File: config.mk
export PLATFORM = sky130hd
export DESIGN_NAME = fin_period_counter
export DESIGN_NICKNAME = d
export VERILOG_FILES = /design/src/rtl/fin_period_counter_pkg.sv /design/src/rtl/fin_input_sync.sv /design/src/rtl/fin_period_counter.sv
export SDC_FILE = /design/constraint.sdc
export NUM_CORES = 1
export LEC_CHECK = 0
export BUFFER_PORTS_ARGS = -buffer_cell sky130_fd_sc_hd__clkbuf_2
export CAP_MARGIN = 10
export CORE_MARGIN = 2
export CORE_UTILIZATION = 33
export DETAILED_ROUTE_END_ITERATION = 10
export PLACE_DENSITY = 0.57
export SKIP_LAST_GASP = 1
export SLEW_MARGIN = 20
export SYNTH_ARGS = -nofsm -noshare
export SYNTH_HDL_FRONTEND = slang
export SYNTH_SLANG_ARGS = --single-unit
File: constraint.sdc
create_clock -name clk_i -period 6.5 [get_ports clk_i]
set_input_delay 1.3 -clock clk_i [delete_from_list [all_inputs] [get_ports clk_i]]
set_output_delay 1.3 -clock clk_i [all_outputs]
set_load 0.05 [all_outputs]
File: src/rtl/fin_period_counter_pkg.sv
// Shared types for the reciprocal frequency meter channel: FSM encoding, default widths
// and the majority helper used by the optional glitch filter (FIN_GLITCH_FILTER_EN).
package fin_period_counter_pkg;

   typedef enum logic [1:0] {
      ST_IDLE    = 2'd0,
      ST_ARM     = 2'd1,
      ST_MEASURE = 2'd2,
      ST_DONE    = 2'd3
   } state_e;

   localparam int DEF_REF_W  = 30;
   localparam int DEF_PER_W  = 24;
   localparam int DEF_SYNC_N = 2;

   function automatic logic maj3(input logic a, input logic b, input logic c);
      return (a & b) | (a & c) | (b & c);
   endfunction

endpackage

File: src/rtl/fin_input_sync.sv
// Synchronises one async Fin pin and emits a 1-cycle rising-edge strobe.
// FIN_GLITCH_FILTER_EN adds a 3-sample majority filter ahead of the edge detector.
module fin_input_sync
   import fin_period_counter_pkg::*;
#(
   parameter int SYNC_N = DEF_SYNC_N
) (
   input  logic clk_i,
   input  logic rst_i,
   input  logic fin_i,
   output logic strobe_o
);

   logic [SYNC_N-1:0] sync_q;
   logic              level;
   logic              prev_q;
   logic              strobe_q;

`ifdef FIN_GLITCH_FILTER_EN
   logic [1:0] hist_q;
   logic       filt_q;

   // Two of the last three synced samples must agree, so a 1-clk pulse never wins.
   always_ff @(posedge clk_i or posedge rst_i) begin
      if (rst_i) begin
         hist_q <= '0;
         filt_q <= 1'b0;
      end else begin
         hist_q <= {hist_q[0], sync_q[SYNC_N-1]};
         filt_q <= maj3(sync_q[SYNC_N-1], hist_q[0], hist_q[1]);
      end
   end

   assign level = filt_q;
`else
   assign level = sync_q[SYNC_N-1];
`endif

   // NOTE: the synchroniser flops are reset too, so no X can reach the edge detector.
   always_ff @(posedge clk_i or posedge rst_i) begin
      if (rst_i) begin
         sync_q   <= '0;
         prev_q   <= 1'b0;
         strobe_q <= 1'b0;
      end else begin
         sync_q   <= {sync_q[SYNC_N-2:0], fin_i};
         prev_q   <= level;
         strobe_q <= level & ~prev_q;
      end
   end

   assign strobe_o = strobe_q;

endmodule

File: src/rtl/fin_period_counter.sv
// Per-channel reciprocal frequency meter: counts clk_i ticks over N input periods.
// Optional build macro FIN_GLITCH_FILTER_EN enables the input glitch filter.
module fin_period_counter
   import fin_period_counter_pkg::*;
#(
   parameter int REF_W  = DEF_REF_W,
   parameter int PER_W  = DEF_PER_W,
   parameter int SYNC_N = DEF_SYNC_N
) (
   input  logic             clk_i,
   input  logic             rst_i,
   input  logic             fin_i,
   input  logic [PER_W-1:0] periods_i,
   input  logic             start_i,
   input  logic             ack_i,
   output logic             busy_o,
   output logic             valid_o,
   output logic             timeout_o,
   output logic             overrun_o,
   output logic [REF_W-1:0] ref_cnt_o,
   output logic [PER_W-1:0] per_cnt_o
);

   localparam logic [REF_W-1:0] REF_LAST = {REF_W{1'b1}} - REF_W'(1);

   state_e           state_q;
   logic [PER_W-1:0] rem_q;
   logic [PER_W-1:0] per_q;
   logic [REF_W-1:0] ref_q;
   logic [REF_W-1:0] ref_res_q;
   logic [PER_W-1:0] per_res_q;
   logic             busy_q;
   logic             valid_q;
   logic             timeout_q;
   logic             overrun_q;
   logic             strobe;
   logic [PER_W-1:0] periods_eff;
   logic             arm;

   fin_input_sync #(
      .SYNC_N(SYNC_N)
   ) u_sync (
      .clk_i   (clk_i),
      .rst_i   (rst_i),
      .fin_i   (fin_i),
      .strobe_o(strobe)
   );

   assign periods_eff = (periods_i == '0) ? PER_W'(1) : periods_i;
   assign arm = start_i && ((state_q == ST_IDLE) || ((state_q == ST_DONE) && ack_i));

   always_ff @(posedge clk_i or posedge rst_i) begin
      if (rst_i) begin
         state_q   <= ST_IDLE;
         rem_q     <= '0;
         per_q     <= '0;
         ref_q     <= '0;
         ref_res_q <= '0;
         per_res_q <= '0;
         busy_q    <= 1'b0;
         valid_q   <= 1'b0;
         timeout_q <= 1'b0;
         overrun_q <= 1'b0;
      end else begin
         if (ack_i) overrun_q <= 1'b0;
         if (start_i && !arm && (state_q != ST_IDLE)) overrun_q <= 1'b1;

         case (state_q)
            ST_IDLE: ;
            ST_ARM: begin
               ref_q <= ref_q + REF_W'(1);
               if (strobe) begin
                  state_q <= ST_MEASURE;
                  ref_q   <= '0;
                  per_q   <= '0;
               end else if (ref_q == REF_LAST) begin
                  state_q   <= ST_DONE;
                  busy_q    <= 1'b0;
                  valid_q   <= 1'b1;
                  timeout_q <= 1'b1;
                  ref_res_q <= '1;
                  per_res_q <= '0;
               end
            end
            ST_MEASURE: begin
               ref_q <= ref_q + REF_W'(1);
               if (strobe) begin
                  per_q <= per_q + PER_W'(1);
                  rem_q <= rem_q - PER_W'(1);
               end
               // A completing edge wins over saturation: ref_q+1 still fits the counter.
               if (strobe && (rem_q == PER_W'(1))) begin
                  state_q   <= ST_DONE;
                  busy_q    <= 1'b0;
                  valid_q   <= 1'b1;
                  timeout_q <= 1'b0;
                  ref_res_q <= ref_q + REF_W'(1);
                  per_res_q <= per_q + PER_W'(1);
               end else if (ref_q == REF_LAST) begin
                  state_q   <= ST_DONE;
                  busy_q    <= 1'b0;
                  valid_q   <= 1'b1;
                  timeout_q <= 1'b1;
                  ref_res_q <= '1;
                  per_res_q <= per_q + PER_W'(strobe);
               end
            end
            ST_DONE: begin
               if (ack_i) begin
                  state_q   <= ST_IDLE;
                  valid_q   <= 1'b0;
                  timeout_q <= 1'b0;
               end
            end
         endcase

         // NOTE: later non-blocking assignments win, so arming overrides the state updates above.
         if (arm) begin
            state_q   <= ST_ARM;
            rem_q     <= periods_eff;
            per_q     <= '0;
            ref_q     <= '0;
            busy_q    <= 1'b1;
            valid_q   <= 1'b0;
            timeout_q <= 1'b0;
         end
      end
   end

   assign busy_o    = busy_q;
   assign valid_o   = valid_q;
   assign timeout_o = timeout_q;
   assign overrun_o = overrun_q;
   assign ref_cnt_o = ref_res_q;
   assign per_cnt_o = per_res_q;

endmodule

==> reports/qor.csv <==
metric;value;unit
drcViolationCount;0;
tightest_slew;1.10;ns
critPathMaxFanout;17;
synthDistinctLibCells;53;
hold_class;register to register;
clock.fmax;0.295;GHz
clock-sinks;142;
ios;87;
cts_setup_buffers;0;
synth_top_cell_by_area;dfrtp_1;
clk-insertion-delay-late;0.42;ns
crit_buf_inv;0;
seqPwrFrac;47.6;%
maxSlewViolCount;0;
path_class;register to register;
peakVddDrop;0.148;mV
p_leak;3.75;nW
finalCritPeriodShare;52.1;%
drt-vias-per-instance;5.18;
routed_wl;20.0;mm
synth_top_area_share;44.7;%
fillers;2496;
cts_made_buffers;17;
netlist_instances;902;
grt_util_met3;3.78;%
power.density;219;nW/µm²
cts.path.max_buffers;2;
yosys.cell_count.top_type;dfrtp_1;
slew_headroom;25.9;%
postPlaceCellArea;8610;µm²
yosysSeqAreaShare;44.7;%
cp_data_required_time;6.81;ns
overflow;0;
ctsHoldBuffers;0;
wl_per_cell;15.5;µm
crit_slowest_cell;and2_1;
async_flop_share;100;%
grt_pass1_vias;6234;
syn_nets;944;
post-place-ws;2.81;ns
top_usage_layer;met2;
slowest_delay;0.82;ns
start_util;33.7;%
ys_warn_count;0;
tns;0;ns
met2_usage;23.6;%
holdWs;0.353;ns
path_cells;or4_4 -> nor4b_4 -> and2_1 -> mux2i_1 -> xnor2_1 -> a31o_2;
swShare;24.1;%
cts_tree;done;
worst_slack;3.12;ns
fin_area;9190;µm²
cts_resized;0;
cp-end-kind;register;
crit_path_start_kind;register;
drt_iter0_drc;492;
htree_levels;4;
dr.pass1.iters;5;
p_clk_share;46.1;%
ys.flop_type;dfrtp_1;
critPathTopFamily;simple AND/OR/NAND/NOR gates;
io_buffers;86;
syn_area;7940;µm²
ant_nets;0;
yosys-top-cells-count;dfrtp_1 (142), nor2_1 (96), nand2_1 (93);
vias;6657;
drive_gt1_share;16.3;%
grt_antenna_before_repair;0;
clkTransAtPathRegs;0.06;ns
fin_crit;3.38;ns
coreArea;23500;µm²
netSwitchingPower;483;µW
synth_edf_count;0;
share_comb_of_total_power;6.3;%
num_rows;56;
grt_max_degree;80;
worst_ep_arrival_time;3.69;ns
max_cap_violations;0;
grt_first_pass_wirelength;33.0;mm
cts_root_buf;clkbuf_16;
grt_setup_unrepaired;no;
ys_ff_latch;142;
finalSetupViolCount;0;
internal_power;1.52;mW
met1_usage;23.5;%
die_area;25300;µm²
die_h;159;µm
hold_viol_final;0;
grt_usage;16.0;%
fin_worst_skew;0.00691;ns
synth_area_leaders;dfrtp_1 (45%), o21ai_0 (5.6%), nor2_1 (4.5%), nand2_1 (4.4%), xor2_1 (4.0%);
status;finished, final reports clean;
die_width;159;µm
n_antenna_cell;0;
dp_hpwl;13.6;mm
synth.avg_cell_area;8.81;µm²
gp_congestion;0.842;
area_growth_syn_to_layout;15.6;%
final_core_util;39.0;%
fin_nets;997;
==> cell type report <==
class | instances | area [µm²] | share of cell area, %
flip-flops and latches | 142 | 3550 | 38.7
clock buffers | 24 | 492 | 5.35
well taps | 319 | 399 | 4.35
clock inverters | 6 | 60.1 | 0.654
multi-input cells | 674 | 4070 | 44.3
repair buffers | 93 | 503 | 5.48
inverters | 27 | 106 | 1.16
==> stage by stage <==
stage               total power, mW  cells
finish                         2.01   1285
global route                   2.09   1285
CTS                            2.04   1284
detailed placement             1.10   1254
global placement               1.10   1254
floorplan                      1.05    902
==> cell usage in the layout, fill, tap and decap left out, drive strengths merged, types with 5 or more instances in the layout <==
master and count:
and3 11, dfrtp 142, mux2 9, or2 5
a21oi 55, o41ai 5, nand3 39, and4 7
nand4 19, o31ai 21, nand2b 11, xor2 36
nor4 15, ha 13, clkbuf 110, nor3 20
or3 9, inv 27, mux2i 21, nor2 96
o21ai 89, nand2 93, a31o 13, or4 5
nor2b 9, xnor2 30, a31oi 22, buf 7
==> path summary, 6_finish.rpt <==
path                            cells past startpoint        startpoint  slack, ns                to
worst max-delay path                                6         rem_q[17]       3.12     per_cnt_o[20]
worst min-delay path                                0  u_sync.sync_q[0]       0.35  u_sync.sync_q[1]
worst max register to register                      6         rem_q[17]       3.12     per_cnt_o[20]
worst min register to register                      0  u_sync.sync_q[0]       0.35  u_sync.sync_q[1]
max in group asynchronous                           3             rst_i       4.21         ref_q[16]
min in group asynchronous                           2             rst_i       1.00         overrun_o
==> logic make-up (layout without fill, tap and decap cells) <==
group	after synthesis	after routing	share of synthesized area [%]
AOI/OAI and AO/OA	217	217	16.1
buffers and inverters	86	150	4.36
adders and majority gates	13	13	2.05
and+or+nand+nor	348	348	21.5
xor gates and xnor gates	66	66	7.28
DFF	142	142	44.7
muxes	30	30	3.97
==> routing by layer <==
| layer | vias to the layer above | part of all wire, % |
|---|---|---|
| met2 | 167 | 43 |
| met5 | - | 0 |
| met1 | 3189 | 51 |
| li1 | 3285 | - |
| met3 | 16 | 4.9 |
| met4 | 0 | 1.1 |
==> state kept, by name (all words and copies together) (netlist names) <==
signal	count
state_q	2
per_q	24
busy_o	1
rem_q	24
u_sync.sync_q	2
per_cnt_o	24
u_sync.strobe_o	1
overrun_o	1
ref_cnt_o	30
timeout_o	1
u_sync.prev_q	1
ref_q	30
valid_o	1
==> worst reg2reg max path: stages, from the launching register on <==
cell and delay (ns):
dfrtp_1 0.41, or4_4 0.58, nor4b_4 0.61, and2_1 0.82, mux2i_1 0.40, xnor2_1 0.18, a31o_2 0.28
==> power by group through the flow <==
stage	Combinational, mW	Sequential, mW	Clock [mW]
after floorplan	0.0999	0.952	0
after global placement	0.125	0.970	0
after detailed placement	0.127	0.970	0
after CTS	0.128	0.954	0.954
after global routing	0.145	0.960	0.990
final	0.126	0.955	0.926
(Power assumes the default switching activity.)
